--- src/rtl/serial_feeder.sv ---
// Parallel-to-serial feeder: streams an N-bit word LSB first into a downstream shift register.
// Optional one-word hold buffer for zero-bubble back-to-back words: define SERIAL_FEEDER_HOLDBUF_EN.
module serial_feeder #(
    parameter int N = 4
) (
    input  logic         CLK,
    input  logic         RSTN,
    input  logic [N-1:0] DIN,
    input  logic         DVALID,
    output logic         DREADY,
    input  logic         STALL,
    output logic         SOUT,
    output logic         EN,
    output logic         BUSY,
    output logic         DONE
);

    localparam int            CW   = (N > 1) ? $clog2(N) : 1;
    localparam logic [CW-1:0] LAST = CW'(N - 1);

    typedef enum logic {
        IDLE,
        SHIFT
    } state_e;

    state_e        state_q, state_d;
    logic [N-1:0]  sreg_q, sreg_d;
    logic [CW-1:0] cnt_q, cnt_d;
    logic          accept;

`ifdef SERIAL_FEEDER_HOLDBUF_EN
    logic [N-1:0]  hbuf_q, hbuf_d;
    logic          hvld_q, hvld_d;

    assign DREADY = (state_q == IDLE) || !hvld_q;
`else
    assign DREADY = (state_q == IDLE);
`endif

    // All outputs decode registered state, so an asynchronous reset clears them at once.
    assign BUSY   = (state_q == SHIFT);
    assign EN     = BUSY && !STALL;
    assign DONE   = EN && (cnt_q == LAST);
    assign SOUT   = sreg_q[0];
    assign accept = DVALID && DREADY;

    always_comb begin
        // NOTE: every next-state signal gets its hold value first, so no path can infer a latch.
        state_d = state_q;
        sreg_d  = sreg_q;
        cnt_d   = cnt_q;
`ifdef SERIAL_FEEDER_HOLDBUF_EN
        hbuf_d  = hbuf_q;
        hvld_d  = hvld_q;
`endif
        case (state_q)
            IDLE: begin
                if (accept) begin
                    sreg_d  = DIN;
                    cnt_d   = '0;
                    state_d = SHIFT;
                end
            end
            SHIFT: begin
                if (EN) begin
                    sreg_d = sreg_q >> 1;
                    cnt_d  = cnt_q + 1'b1;
                end
`ifdef SERIAL_FEEDER_HOLDBUF_EN
                if (accept) begin
                    hbuf_d = DIN;
                    hvld_d = 1'b1;
                end
                if (DONE) begin
                    cnt_d = '0;
                    if (hvld_q) begin
                        sreg_d = hbuf_q;
                        hvld_d = 1'b0;
                    end else if (accept) begin
                        // Word arriving on the final bit goes straight to the shifter.
                        sreg_d = DIN;
                        hvld_d = 1'b0;
                    end else begin
                        state_d = IDLE;
                    end
                end
`else
                if (DONE) begin
                    cnt_d   = '0;
                    state_d = IDLE;
                end
`endif
            end
            default: state_d = IDLE;
        endcase
    end

    // NOTE: sequential state uses non-blocking assignments so all registers update together.
    always_ff @(posedge CLK or negedge RSTN) begin
        if (!RSTN) begin
            state_q <= IDLE;
            sreg_q  <= '0;
            cnt_q   <= '0;
`ifdef SERIAL_FEEDER_HOLDBUF_EN
            hbuf_q  <= '0;
            hvld_q  <= 1'b0;
`endif
        end else begin
            state_q <= state_d;
            sreg_q  <= sreg_d;
            cnt_q   <= cnt_d;
`ifdef SERIAL_FEEDER_HOLDBUF_EN
            hbuf_q  <= hbuf_d;
            hvld_q  <= hvld_d;
`endif
        end
    end

endmodule

--- config.mk ---
export PLATFORM = sky130hd
export DESIGN_NAME = serial_feeder
export DESIGN_NICKNAME = d
export VERILOG_FILES = /design/src/rtl/serial_feeder.sv
export SDC_FILE = /design/constraint.sdc
export NUM_CORES = 1
export LEC_CHECK = 0
export ABC_CLOCK_PERIOD_IN_PS = 1440
export CAP_MARGIN = 20
export CORE_AREA = 2 2 39 41
export CTS_BUF_LIST = sky130_fd_sc_hd__clkbuf_16
export DETAILED_ROUTE_END_ITERATION = 12
export DIE_AREA = 0 0 41 43
export PLACE_DENSITY = 0.66
export SYNTH_ARGS = -nofsm -noshare
export SYNTH_HDL_FRONTEND = slang
export SYNTH_SLANG_ARGS = --single-unit
export TNS_END_PERCENT = 10
--- constraint.sdc ---
create_clock -name CLK -period 1.44 [get_ports CLK]
set_input_delay 0.432 -clock CLK [delete_from_list [all_inputs] [get_ports CLK]]
set_output_delay 0.432 -clock CLK [all_outputs]
set_load 0.01 [all_outputs]
==> results.md <==
* Class of the most critical hold timing path: in -> async
* Clock tree buffer depth at 2
* Largest family of logic cells by synthesized area: compound AO/OA/AOI/OAI gates
* Post-detailed-route wirelength per cell at 10.6 µm
* Post-synth design cell area at 394 µm²
* Fraction of synthesized cell area in xor and xnor cells at 0
* Startpoint types: register
* Setup repair after global routing missed its margin: yes
* Input/output buffers at 12
* Final setup vio count at 1
* Stage delay of the slowest cell on the critical path at 0.37 ns
* Register clock-pin slew on the reported worst setup and hold paths at 0.04 ns
* Top delay family on crit path: flip-flops
* Number of cell rows at 14
* Tightest Pin Transition at 0.333 ns
* Horizontal die dimension at 41 µm
* Origin of the critical flop-to-flop path: cnt_q[1]
* Ratio of total power to cell area at 1950 nW/µm²
* Sequential Area at 175 µm²
* Max VDD drop at 765 µV
* Cell count after synthesis at 37
* Count of boundary I/O pins at 13
* Endpoint class of the critical path: output pin
* Pin count of the biggest net entering global routing at 13
* Clock period minus worst slack at 1.47 ns
* Number of placed instances, taps included at 70
* Most common library cell in the layout ignoring fill and taps: buf_4
* Count of final max-slew check failures at 0
* Adder-cell area share of the yosys netlist at 0.0317
* Max_slew headroom at 0.777
* Drt initial violations at 4
* Cells traversed along the worst timing path: ha_2 -> and2_4 -> buf_6
* Placed cell areas at 571 µm²
* Status: finished, violations left
* Vertical extent of the die at 43 µm
* Total of warnings raised by yosys at 0
* Number of buffers and inverters on the critical path at 1
* Initial antenna violation count at 0
* Arrival time worst endpoint at 1.04 ns
* Seq/Total Area, Yosys at 0.444
* Area of all placed cells without fillers at 677 µm²
* Critical path capture point: DONE
* Placer's final routability congestion estimate at 0.635
* Area of the multi-input gates at 201 µm²
* Leftover overflow at the end of global routing at 0
* Area fraction in and, or, nand and nor cells after synthesis at 0.143
* CTS buffer count at 3
* Number of iterations in the first detailed-routing pass at 4
* Proportion of synthesized area in mux cells at 0.127
* MaxCap Viol Count at 0
* Total of fill cells in the finished design at 136
* Relative area change from synthesis to final layout at 71.7%
* Required arrival time at the worst endpoint at 1.01 ns
* Layout cells sized above 1 at 0.393
* Worst-case setup margin in the final layout at -0.0292 ns
* Worst-case reg-to-reg path depth at 4
* Initial standard-cell utilization of the core at 0.285
* Reg-to-reg slack, setup at 0.23 ns
* Average instance area after synthesis at 10.7 µm²
* Category of the critical setup timing path: reg -> out
* Total count of hold-check failures in the final report at 0
* Net count of the mapped netlist at 46
* Layout Nets at 71
* Yosys reg bits at 7
* Floorplan die area at 1760 µm²
* Combined global-route utilization of all metal layers at 0.118
* Slowest CP cell: dfrtp_1
* Root Buffer Master: clkbuf_16
* Antenna viol nets, final at 0
* Number of gates on the worst path with buffers counted at 3
* Worst Skew at 0.000483 ns
* Endpoint of the most critical register-to-register path: cnt_q[0]
* DRC Markers at 0
* Highest-count cells in the layout ignoring fill and taps: buf_4, dfrtp_1, clkdlybuf4s50_1, mux2i_1
* H-Tree Level Count at 1
* Worst setup startpoint: cnt_q[1]
* Clock latency reported for the late side of the worst-skew pair at 0.23 ns
* Vias post-DR at 353
* Hold_buf cts at 0
* Distinct cell type count after synthesis at 18
* Avg Vias per Cell at 4.58
* Clock sinks at 7
* Global-route wire length before repair at 1320 µm
* Lkg Pwr at 0.331 nW
* DP HPWL at 582 µm
* Timing-limited maximum frequency at 681 MHz
* Complex-gate fraction of the synthesized area at 0.184
* Final worst-path cycle share at 1.02
* CTS tree: built
* Violated checks: setup timing
* Crit-path max FO at 2
* Antenna Cells at 0
* Final cell count without fillers at 77
* Total Wirelength at 818 µm
* Vias in the first global route at 335
* Area inside the core boundary at 1380 µm²
repair_timing:
action / 4_1_cts / 5_1_grt
setup buffers: 0 / 3
setup endpoints to repair: 5 / 3
pin swaps: 0 / 1
hold endpoints to repair: 0 / 0
resized for setup: 23 / 2
worst reg2reg max path, delay by kind of cell, from the launching register on:
kind,cells,cell delay [ns]
DFF,1,0.37
AOI/OAI and AO/OA,1,0.31
buffers and inverters,2,0.25
adders and majority gates,1,0.19
layout make-up:
type                       instances  area share
tap                               16      0.0296
inverter                           1     0.00555
clock buffer                       3       0.111
sequential                         7       0.259
timing repair buffer              23       0.292
multi-input combinational         26       0.298
clock inverter                     1     0.00555
synthesized netlist by cell type (all sizes together):
| cell type | count | area, µm² |
|---|---|---|
| dfrtp | 7 | 175 |
| mux2i | 5 | 50.1 |
| nor2b | 4 | 27.5 |
| a211oi | 3 | 22.5 |
| a21oi | 3 | 15.0 |
| buf | 3 | 23.8 |
| o21ai | 3 | 18.8 |
| and2 | 2 | 12.5 |
| nor2 | 2 | 7.51 |
| ha | 1 | 12.5 |
| inv | 1 | 3.75 |
| nand2 | 1 | 3.75 |
| nand3 | 1 | 5.00 |
| o41ai | 1 | 16.3 |
layer usage:
layer / GRT usage / vias up / routed length, µm
met2: 0.166 / 9 / 409
met5: 0 / - / 0
met4: 0.100 / 0 / 0
met3: 0.0314 / 0 / 43
met1: 0.139 / 165 / 365
li1: - / 179 / -
kinds of logic (layout without fill, tap and decap cells):
group           Yosys count  count (layout)
compound gates           10              10
flops                     7               7
buf+inv                   4              28
mux                       5               5
fa+ha+maj                 1               1
simple gates             10              10
sequential cells by signal (all words and copies together), names as in the netlist:
signal  cells
cnt_q       2
BUSY        1
sreg_q      4
report_power, final:
group / leakage, nW / switching, W / internal, W
registers: 0.0852 / 0.0000490 / 0.000282
logic: 0.203 / 0.000209 / 0.000315
clock network: 0.0423 / 0.000103 / 0.000361
worst min path at each step:
stage	start	to	slack (ns)	depth (start not counted)
global route	RSTN	cnt_q[0]	0.51	1
CTS	RSTN	cnt_q[1]	0.48	1
detailed placement	sreg_q[3]	sreg_q[3]	0.54	2
floorplan	RSTN	BUSY	0.14	0
finish	RSTN	sreg_q[3]	0.47	1
global placement	sreg_q[3]	sreg_q[3]	0.52	2
metrics by stage:
stage	util	setup slack (ns)	setup TNS, ns	hold slack (ns)	power (W)
floorplan	-	0.0577	0	0.136	0.000591
global placement	0.412	-0.672	-2.04	0.523	0.000815
detailed placement	0.412	-0.688	-2.11	0.540	0.000825
CTS	0.474	-0.0418	-0.0418	0.481	0.00130
global route	0.489	-0.0534	-0.0534	0.507	0.00141
finish	0.489	-0.0292	-0.0292	0.471	0.00132
Power figures use the tool's default switching activity.
